[config.mk]
export PLATFORM = sky130hd
export DESIGN_NAME = bip_pc_unit
export DESIGN_NICKNAME = d
export VERILOG_FILES = /design/src/rtl/bip_pc_unit.sv
export SDC_FILE = /design/constraint.sdc
export NUM_CORES = 1
export LEC_CHECK = 0
export CAP_MARGIN = 20
export CELL_PAD_IN_SITES_DETAIL_PLACEMENT = 2
export CELL_PAD_IN_SITES_GLOBAL_PLACEMENT = 2
export CORE_UTILIZATION = 39
export DETAILED_ROUTE_END_ITERATION = 12
export PLACE_DENSITY_LB_ADDON = 0.05
export SLEW_MARGIN = 30
export SYNTH_ARGS = -nofsm -noshare
export SYNTH_HDL_FRONTEND = slang
export SYNTH_SLANG_ARGS = --single-unit
[constraint.sdc]
create_clock -name clk -period 2.9 [get_ports clk]
set_input_delay 0.58 -clock clk [delete_from_list [all_inputs] [get_ports clk]]
set_output_delay 0.58 -clock clk [all_outputs]
set_load 0.01 [all_outputs]
[src/rtl/bip_pc_unit.sv]
// bip_pc_unit: fetch-address register for the BIP processor.
// Holds the program-memory address and adds a run/halt state machine,
// stall support and a small hardware return-address stack for call/ret.
module bip_pc_unit #(
    parameter int              AB          = 11,
    parameter int              STACK_DEPTH = 4,
    parameter logic [AB-1:0]   RESET_ADDR  = '0
) (
    input  logic          clk,
    input  logic          rst,
    input  logic          start_bip,
    input  logic          stall,
    input  logic          jmp,
    input  logic          call,
    input  logic          ret,
    input  logic          halt,
    input  logic [AB-1:0] target,
    output logic [AB-1:0] addr,
    output logic          running,
    output logic          halted,
    output logic          stack_empty,
    output logic          stack_full,
    output logic          stack_err
);

    // Stack pointer counts 0..STACK_DEPTH, so it needs one more code than
    // there are entries; the entry index only needs to cover the entries.
    localparam int SPW = $clog2(STACK_DEPTH + 1);
    localparam int IW  = (STACK_DEPTH > 1) ? $clog2(STACK_DEPTH) : 1;

    localparam logic [SPW-1:0] SP_ZERO = '0;
    localparam logic [SPW-1:0] SP_ONE  = SPW'(1);
    localparam logic [SPW-1:0] SP_FULL = SPW'(STACK_DEPTH);
    localparam logic [AB-1:0]  ADDR_ONE = AB'(1);

    localparam logic [1:0] IDLE   = 2'd0;
    localparam logic [1:0] RUN    = 2'd1;
    localparam logic [1:0] HALTED = 2'd2;

    logic [1:0]     state_q, state_d;
    logic [AB-1:0]  addr_q, addr_d;
    logic [SPW-1:0] sp_q, sp_d;
    logic           err_q, err_d;

    logic [AB-1:0]  stack_q [0:STACK_DEPTH-1];

    logic           pushEn;
    logic [AB-1:0]  pushData;
    logic [IW-1:0]  pushIdx;
    logic [IW-1:0]  popIdx;
    logic [SPW-1:0] spDec;
    logic [AB-1:0]  addrInc;
    logic           isEmpty;
    logic           isFull;

    // Shared arithmetic: the incremented address wraps naturally at AB bits,
    // which also gives the wrapped push value for a call at the top address.
    always_comb begin
        addrInc  = addr_q + ADDR_ONE;
        spDec    = sp_q - SP_ONE;
        pushIdx  = sp_q[IW-1:0];
        popIdx   = spDec[IW-1:0];
        isEmpty  = (sp_q == SP_ZERO);
        isFull   = (sp_q == SP_FULL);
        pushData = addrInc;
    end

    // Next-state decode: one action per unstalled RUN cycle, chosen by the
    // fixed priority halt > ret > call > jmp > increment.
    always_comb begin
        state_d = state_q;
        addr_d  = addr_q;
        sp_d    = sp_q;
        err_d   = err_q;
        pushEn  = 1'b0;

        case (state_q)
            IDLE: begin
                // The first fetch after start is RESET_ADDR itself.
                addr_d = RESET_ADDR;
                if (start_bip) begin
                    state_d = RUN;
                end
            end

            RUN: begin
                if (!stall) begin
                    if (halt) begin
                        state_d = HALTED;
                    end else if (ret) begin
                        if (!isEmpty) begin
                            addr_d = stack_q[popIdx];
                            sp_d   = spDec;
                        end else begin
                            addr_d = addrInc;
                            err_d  = 1'b1;
                        end
                    end else if (call) begin
                        if (!isFull) begin
                            pushEn = 1'b1;
                            addr_d = target;
                            sp_d   = sp_q + SP_ONE;
                        end else begin
                            addr_d = addrInc;
                            err_d  = 1'b1;
                        end
                    end else if (jmp) begin
                        addr_d = target;
                    end else begin
                        addr_d = addrInc;
                    end
                end
            end

            HALTED: begin
                // Resume just past the instruction that halted.
                if (start_bip) begin
                    state_d = RUN;
                    addr_d  = addrInc;
                end
            end

            default: begin
                state_d = IDLE;
                addr_d  = RESET_ADDR;
            end
        endcase
    end

    // Control registers; reset wins over every strobe and drops the stack.
    always_ff @(posedge clk) begin
        if (rst) begin
            state_q <= IDLE;
            addr_q  <= RESET_ADDR;
            sp_q    <= SP_ZERO;
            err_q   <= 1'b0;
        end else begin
            state_q <= state_d;
            addr_q  <= addr_d;
            sp_q    <= sp_d;
            err_q   <= err_d;
        end
    end

    // Return-address storage; entries keep their contents through reset,
    // only the pointer is cleared, so no reset branch here.
    always_ff @(posedge clk) begin
        if (pushEn && !rst) begin
            stack_q[pushIdx] <= pushData;
        end
    end

    // Outputs are straight decodes of the registered state.
    always_comb begin
        addr        = addr_q;
        running     = (state_q == RUN);
        halted      = (state_q == HALTED);
        stack_empty = isEmpty;
        stack_full  = isFull;
        stack_err   = err_q;
    end

endmodule

### After elaboration in Yosys (flattened, before gate mapping)

Memories as Yosys holds them, arrays and structs flattened.
Cells that the tools add are included.
W data, S select, Z words.

| word-level totals | value |
|---|---|
| bits in registers | 17 |
| word-level logic and storage cells | 61 |
| output and inout bits | 16 |
| memories | 1 |
| memory bits (writable) | 44 |

Memories:

| memory | depth | bits a word | rd ports | clocked after Yosys merged registers in | wr ports | line | RTL |
|---|---|---|---|---|---|---|---|
| stack_q | 4 | 11 | 1 | 0 | 1 | 45 | `logic [AB-1:0] stack_q [0:STACK_DEPTH-1];` |

| cells by class | value |
|---|---|
| equality and inequality tests | 11 |
| add/sub/neg operators | 3 |
| multiplexer cells | 29 |
| reductions and logical operators | 11 |
| bitwise gates (word level) | 2 |

Operator list:

| kind | count |
|---|---|
| $mux W11 | 8 |
| $pmux W11 S2 | 1 |
| $mux W1 | 12 |
| $mux W3 | 4 |
| $ne A2 B2 Y1 const B | 6 |
| $reduce_and A6 Y1 | 2 |
| $add A11 B1 Y11 const B | 1 |
| $mux W2 | 3 |
| $reduce_and A3 Y1 | 2 |
| $ne A2 B1 Y1 const B | 2 |
| $pmux W2 S2 | 1 |
| $reduce_bool A2 Y1 | 2 |
| $add A3 B1 Y3 const B | 1 |
| $eq A3 B3 Y1 const B | 1 |
| $logic_not A3 Y1 | 1 |
| $sub A3 B1 Y3 const B | 1 |
| $eq A2 B1 Y1 const B | 1 |
| $eq A2 B2 Y1 const B | 1 |
| $logic_not A2 Y1 | 1 |
| $not A1 Y1 | 2 |
| $reduce_or A2 Y1 | 1 |
| $logic_and A1 B1 Y1 | 1 |
| $logic_not A1 Y1 | 1 |

### Depth between registers and ports, before layout

Gate-level depths: netlist (run 1).

| depth | value |
|---|---|
| depth after elaboration | 10 |
| gate-level depth with buffers | 9 |

### Least setup slack after synthesis (run 1)

Ideal clock, no wire load.

| timing path | value |
|---|---|
| path kind | register -> register |
| start | register sp_q[0] |
| end | register addr_q[10], in the netlist addr[10] |
| slack | 585 ps |
| cell stages (with the launch flop) | 8 |
| arrival time | 2195 ps |
| path buffers | 2 |
| path through | dfxtp_1 -> buf_6 -> inv_1 -> ha_1 -> buf_1 -> mux4_2 -> a32o_1 -> a211o_1 |

| on the way | value |
|---|---|
| word-level cells in the longest chain between the ends | 7 |
| elaborated cells between the ends (all ways) | 11 |
| those cells by class | add/sub: 1; eq/ne: 1; mux: 7; reduce/logical: 1; memory: 1 |

Ends and longest elaborated chain:

| what | line | RTL |
|---|---|---|
| start, declared | 42 | `logic [SPW-1:0] sp_q, sp_d;` |
| start signal, assigned | 140 | `sp_q <= sp_d;` |
| $sub A3 B1 Y3 or $eq A3 B3 Y1 (tied branches) | 60, 64 |  |
| $mem_v2 Z4 W11 or $mux W11 (tied branches) | n/a |  |
| $mux W11, on equally long branches | 91, 98 |  |
| $mux W11 (*) | 90 | `end else if (ret) begin` |
| $mux W11 (*) | 88 | `if (halt) begin` |
| $mux W11 (*) | 87 | `if (!stall) begin` |
| $pmux W11 S2 (*) | 77 | `case (state_q)` |
| end signal, assigned | 139 | `addr_q <= addr_d;` |
| end, declared | 41 | `logic [AB-1:0] addr_q, addr_d;` |

Every way passes the cells marked *; elsewhere a longest branch is shown, timed or not. The select of a mux whose other input is x is not followed.
A chain may end at the register's enable or synchronous reset.

### Worst setup path after layout (run 1)

| timing path | value |
|---|---|
| start | register sp_q[0] |
| end | output stack_empty |

| on the way | value |
|---|---|
| word-level cells in the longest chain between the ends | 1 |

Ends and longest elaborated chain:

| what | line | RTL |
|---|---|---|
| $logic_not A3 Y1 | 63 | `isEmpty = (sp_q == SP_ZERO);` |
| end, declared | 21 | `output logic stack_empty,` |

No other way between the ends.

==> results of run 1 <==
[report_power, final]
group          internal [W]  switching [W]  total (W)
combinational      0.000113       0.000141   0.000254
sequential         0.000939      0.0000155   0.000955
clock              0.000397       0.000367   0.000764
total               0.00145       0.000523    0.00197
[metrics by stage]
stage	cells	power [W]	hold WS [ns]	utilization (%)	cell area, um^2
after global placement	367	0.00122	0.434	47.8	3520
after floorplan	230	0.00112	0.467	-	3020
after CTS	383	0.00199	0.452	50.5	3720
final	383	0.00197	0.449	50.5	3720
after detailed placement	367	0.00123	0.440	47.8	3520
after global routing	383	0.00205	0.495	50.5	3720
[metal layers]
| layer | up-vias | track usage (%) |
|---|---|---|
| met1 | 1149 | 29.4 |
| met2 | 51 | 43.8 |
| met4 | 0 | 7.39 |
| met3 | 8 | 4.23 |
| met5 | - | 0 |
| li1 | 992 | - |
[cells in the mapped netlist, drive strengths merged, types with 2 or more instances]
cell type and number:
xor2 6, a211o 4, nor2 8, ha 10, a22oi 3, inv 14, nand4 5, a32o 5
a21oi 6, dfxtp 17, nand2 9, and2 7, or2 2, edfxtp 44, mux4 11, or3 3
nand2b 3, nor2b 3, xnor2 5, buf 6, nand3 9, a221o 2, nor3b 2, o211a 2
nor3 6, o21ai 7, o21ba 3, o31a 3, a211oi 2, o221ai 4, and3 4, nand3b 2
[cell type report]
class	instances	area, um^2
clock buffer	9	124
clock inverter	7	76.3
fill	753	3650
inverter	14	52.6
multi-input combinational	148	1260
sequential	61	1660
tap	99	124
timing repair buffer	45	423
[cell families (layout without fill, tap and decap cells)]
family	Yosys count	count (layout)	synth area share, %
adder cells (fa/ha/maj)	10	10	4.15
buffers and inverters	21	75	3.23
XOR/XNOR	11	11	3.19
AO/OA/AOI/OAI	49	49	13.0
AND/OR/NAND/NOR	66	66	12.8
multiplexers	12	12	8.54
flip-flops	61	61	55.1
[worst paths after layout]
kind / from / end / slack [ns]
min reg2reg: stack_err / stack_err / 0.45
min: stack_err / stack_err / 0.45
max reg2reg: state_q[1] / stack_q[2][6] / 0.63
max: sp_q[0] / stack_empty / 0.24
[tightest hold or removal path, stage by stage, from the launching register on]
cell and delay, ns:
dfxtp_1 0.31, inv_1 0.05, a21oi_1 0.05
[sequential cells by signal, indices dropped and copies added, names as in the netlist]
register / flops
stack_err: 1
sp_q: 3
state_q: 2
stack_q: 44
addr: 11
[layout by cell type (no fill, tap or decap), types with 6 or more instances in the layout]
| cell type | n |
|---|---|
| and2_1 | 6 |
| buf_4 | 11 |
| clkbuf_8 | 9 |
| clkdlybuf4s50_1 | 34 |
| dfxtp_1 | 17 |
| edfxtp_1 | 44 |
| ha_1 | 10 |
| inv_1 | 14 |
| mux4_2 | 11 |
| nand2_1 | 9 |
| nand3_1 | 9 |
| nor2_1 | 8 |
| o21ai_0 | 6 |
| xor2_1 | 6 |
==> flow_metrics.env, run 1 <==
export IMPL_start_util_pct=41.0
export IMPL_synth_seq_cells=61
export IMPL_drive_above_1_share_pct=16.5
export IMPL_route_detailed_drc=0
export IMPL_die_w_um=90.0
export IMPL_path_common_cell="inv_1"
export IMPL_crit_chain="inv_1 -> ha_1 -> nand2b_1 -> inv_1 -> clkdlybuf4s50_1"
export IMPL_hold_path_class="reg2reg"
export IMPL_cts_htree_levels=3
export IMPL_cellLeakagePower_nw=1.34
export IMPL_wl_per_cell_um=23.6
export IMPL_synth_edf_count=44
export IMPL_synth_top_area_share_pct=43.8
export IMPL_post_synth_instance_area_um2=3020
export IMPL_timing_setup_tns_ns=0
export IMPL_synth_area_leaders="edfxtp_1, dfxtp_1, mux4_2"
export IMPL_area_delta_synth_final_pct=23.3
export IMPL_io_buffers=34
export IMPL_synth_largest_area_cell="edfxtp_1"
export IMPL_clk_path_buf_depth=2
export IMPL_cts_buffers=9
export IMPL_io_pins=35
export IMPL_ir_drop_uv=372
export IMPL_yosysSeqAreaShare_pct=55.1
export IMPL_maxCapViolCount=0
export IMPL_ctsHoldBuffers=0
export IMPL_worst_slack_ns=0.243
export IMPL_maxUsedRoutingLayer="met4"
export IMPL_crit_cells=5
export IMPL_cp_required_ns=2.32
export IMPL_dr_total_vias=2200
export IMPL_finalNetCount=308
export IMPL_ant_nets=0
export IMPL_syn_inst=230
export IMPL_overflow=0
export IMPL_grt_pass1_wl_um=14400
export IMPL_criticalPathCategory="reg2out"
export IMPL_syn_nets=259
export IMPL_grt_setup_unrepaired="false"
export IMPL_antenna_found_initial=0
export IMPL_place_gp_congestion=0.762
export IMPL_ys_warn_count=0
export IMPL_crit_slowest_cell="clkdlybuf4s50_1"
export IMPL_min_path_cells=2
export IMPL_period_share_pct=91.6
export IMPL_p_per_area_nw_per_um2=530
export IMPL_drv_slew=0
export IMPL_wl_met2_um=4880
export IMPL_max_freq_ghz=0.376
export IMPL_synth_ff_type="edfxtp_1"
export IMPL_cts_setup_buffers=0
export IMPL_cp_max_fo=10
export IMPL_ys_async_sr_fraction_pct=0
export IMPL_clk_latency_ns=0.34
export IMPL_cts_root_buf="clkbuf_8"
export IMPL_clock_skew_ns=0.00498
export IMPL_dp_hpwl_um=6650
export IMPL_setup_viol=0
export IMPL_max_slew_margin_rel_pct=61.5
export IMPL_drtIter0Drc=98
export IMPL_hold_viol=0
export IMPL_die_area_um2=8090
export IMPL_grt_max_degree=14
export IMPL_avgSynthCellArea_um2=13.1
export IMPL_n_antenna_cell=0
export IMPL_slowest_delay_ns=0.55
export IMPL_grt_usage_pct=24.2
export IMPL_wl_met3_um=314
export IMPL_met1_length_um=3750
export IMPL_drtPass1Iterations=4
export IMPL_cts_resized=0
export IMPL_layout_min_cycle_time_ns=2.66
export IMPL_setup_worst_path_start_class="register"
export IMPL_die_y_um=90.0
export IMPL_tightest_slew_ns=0.575
export IMPL_rows=31
export IMPL_grt_pass1_vias=2485
export IMPL_dp_slack_ns=0.298
export IMPL_vias_per_cell=5.74
export IMPL_cts_tree="yes"
export IMPL_crit_path_end_kind="output pin"
export IMPL_clk_pin_slew_ns=0.08
export IMPL_synth_distinct_cells=54
export IMPL_cts_sinks=61
export IMPL_critPathBufInv=3
export IMPL_crit_family="buffers and inverters"
export IMPL_coreArea_um2=7370
export IMPL_arrival_ns=2.08
export IMPL_worst_r2r_cell_count=6
export IMPL_routed_wl_um=9040
export IMPL_status="finished clean"
Power figures use the tool's default switching activity.
==> run 2, diff against run 1 <==
--- a/config.mk
+++ b/config.mk
@@ -10,6 +10,7 @@
 export CELL_PAD_IN_SITES_GLOBAL_PLACEMENT = 2
 export CORE_UTILIZATION = 39
 export DETAILED_ROUTE_END_ITERATION = 12
+export GPL_ROUTABILITY_DRIVEN = 0
 export PLACE_DENSITY_LB_ADDON = 0.05
 export SLEW_MARGIN = 30
 export SYNTH_ARGS = -nofsm -noshare
==> results of run 2 <==
Same layout as run 1: the final DEF is identical, and so are final timing and power.
==> run 3, diff against run 2 <==
--- a/config.mk
+++ b/config.mk
@@ -11,6 +11,7 @@
 export CORE_UTILIZATION = 39
 export DETAILED_ROUTE_END_ITERATION = 12
 export GPL_ROUTABILITY_DRIVEN = 0
+export GPL_TIMING_DRIVEN = 0
 export PLACE_DENSITY_LB_ADDON = 0.05
 export SLEW_MARGIN = 30
 export SYNTH_ARGS = -nofsm -noshare
==> run 3 against run 2 <==
First-iteration DRC count decreased by 20%. Sequential power about the same. Flip-flop and latch count unchanged. Final cell count fell by 1.3%. Total power is 4.5% higher. Count of clock-buffer cells in the layout unchanged. Fmax is 4.1% lower. Clock power grew 11%. Largest cell class unchanged. Largest power group unchanged. Highest routed layer unchanged.
==> flow_metrics.env, run 3 (same netlist as run 1, synthesis figures left out) <==
export IMPL_clk_latency_ns=0.34
export IMPL_status="finished clean"
export IMPL_cp_required_ns=3.13
export IMPL_ant_nets=0
export IMPL_ir_drop_uv=307
export IMPL_tightest_slew_ns=0.845
export IMPL_area_delta_synth_final_pct=23.3
export IMPL_max_slew_margin_rel_pct=43.6
export IMPL_crit_family="buffers and inverters"
export IMPL_period_share_pct=95.6
export IMPL_worst_slack_ns=0.129
export IMPL_finalNonFillerCells=378
export IMPL_cts_buffers=9
export IMPL_clk_path_buf_depth=2
export IMPL_n_antenna_cell=0
export IMPL_dp_hpwl_um=5780
export IMPL_routed_wl_um=8440
export IMPL_clock_power_share_pct=41.3
export IMPL_crit_slowest_cell="buf_1"
export IMPL_r2r_start="sp_q[0]"
export IMPL_fillerInstances=728
export IMPL_swShare_pct=25.3
export IMPL_clock_skew_ns=0.00867
export IMPL_hold_path_class="in2reg"
export IMPL_criticalPathCategory="reg2reg"
export IMPL_layout_min_cycle_time_ns=2.77
export IMPL_cts_htree_levels=3
export IMPL_ctsHoldBuffers=0
export IMPL_p_int_w=0.00154
export IMPL_layout_commonest_cell="edfxtp_1"
export IMPL_critPathBufInv=3
export IMPL_layout_common_cells="edfxtp_1, clkdlybuf4s50_1, dfxtp_1"
export IMPL_dp_slack_ns=-0.0339
export IMPL_setup_viol=0
export IMPL_rows=31
export IMPL_p_per_area_nw_per_um2=554
export IMPL_die_w_um=90.0
export IMPL_antenna_found_initial=0
export IMPL_grt_usage_pct=22.9
export IMPL_route_detailed_drc=0
export IMPL_grt_pass1_vias=2339
export IMPL_slowest_delay_ns=0.65
export IMPL_largest_reg_flops=44
export IMPL_drtIter0Drc=78
export IMPL_die_y_um=90.0
export IMPL_drive_above_1_share_pct=16.5
export IMPL_setup_worst_path_start_class="register"
export IMPL_crit_chain="buf_12 -> clkinvlp_4 -> ha_1 -> buf_1 -> mux4_2 -> a32o_1 -> a211o_1"
export IMPL_min_path_cells=2
export IMPL_combPwrFrac_pct=12.5
export IMPL_start_util_pct=41.0
export IMPL_io_buffers=33
export IMPL_worst_r2r_cell_count=7
export IMPL_finalNetCount=303
export IMPL_cts_root_buf="clkbuf_8"
export IMPL_hold_end="sp_q[0]"
export IMPL_vias_per_cell=5.65
export IMPL_grt_max_degree=13
export IMPL_coreArea_um2=7370
export IMPL_hold_ws_ns=0.447
export IMPL_crit_path_end_kind="register"
export IMPL_drtPass1Iterations=4
export IMPL_clk_pin_slew_ns=0.08
export IMPL_die_area_um2=8090
export IMPL_maxCapViolCount=0
export IMPL_dr_total_vias=2136
export IMPL_regMostFlops="stack_q"
export IMPL_max_freq_ghz=0.361
export IMPL_cellLeakagePower_nw=1.33
export IMPL_grt_pass1_wl_um=13500
export IMPL_r2r_setup_slack_ns=0.13
export IMPL_drv_slew=0
export IMPL_wl_per_cell_um=22.3
export IMPL_switchingPower_w=0.000522
export IMPL_overflow=0
export IMPL_arrival_ns=3.00
export IMPL_cp_max_fo=10
export IMPL_hold_viol=0
export IMPL_grt_setup_unrepaired="false"
export IMPL_cts_sinks=61
export IMPL_cts_tree="yes"
export IMPL_hp_start="rst"
export IMPL_io_pins=35
export IMPL_reg2reg_to="addr[10]"
export IMPL_dp_cells=362
export IMPL_crit_cells=7
export IMPL_seqPwrFrac_pct=46.2
run 3: cell count changes in the layout (fill, tap and decap cells not counted), sizes merged:
cell and delta:
clkdlybuf4s50 -1, clkbuf +1, clkinvlp -3, clkinv +2, buf -5, bufinv +1
run 3: worst max-delay path by stage:
stage,end,startpoint
2_1_floorplan,addr[10],sp_q[0]
3_5_place_dp,addr[10],sp_q[0]
3_3_place_gp,stack_q[2][5],halt
6_report,addr[10],sp_q[0]
5_1_grt,stack_q[0][2],sp_q[0]
4_1_cts,stack_empty,sp_q[0]
run 3: timing repair:
item,CTS,global route
setup buffers,0,0
setup endpoints to repair,12,50
resized for setup,1,7
run 3: final cells by class:
class | count | area, um^2 | share of cell area (%)
Sequential cell | 61 | 1670 | 44.8
Tap cell | 99 | 124 | 3.33
Clock buffer | 9 | 124 | 3.33
Buffer | 7 | 53.8 | 1.45
Timing Repair Buffer | 33 | 330 | 8.88
Multi-Input combinational cell | 148 | 1270 | 34.1
Inverter | 14 | 56.3 | 1.51
Clock inverter | 7 | 98.8 | 2.66
run 3: metal layers:
metal | vias to the layer above | routed length (um) | global-route usage [%]
met4 | 0 | 280 | 11.7
met3 | 18 | 298 | 4.91
met5 | - | 0 | 0
met1 | 1080 | 3670 | 27.4
met2 | 50 | 4180 | 39.0
li1 | 988 | - | -
run 3: power groups by stage:
stage / Combinational (W) / Clock (W) / Sequential [W]
final: 0.000258 / 0.000851 / 0.000952
after global routing: 0.000284 / 0.000899 / 0.000954
after CTS: 0.000258 / 0.000863 / 0.000953
after detailed placement: 0.000254 / 0 / 0.000972
after global placement: 0.000246 / 0 / 0.000972
after floorplan: 0.000152 / 0 / 0.000970
run 3: stage by stage:
stage	utilization (%)	TNS [ns]	area, um^2	power, W
after global routing	50.5	0	3720	0.00214
after floorplan	-	0	3020	0.00112
after global placement	47.1	-0.00441	3470	0.00122
final	50.5	0	3720	0.00206
after CTS	50.2	0	3700	0.00207
after detailed placement	47.1	-0.620	3470	0.00123
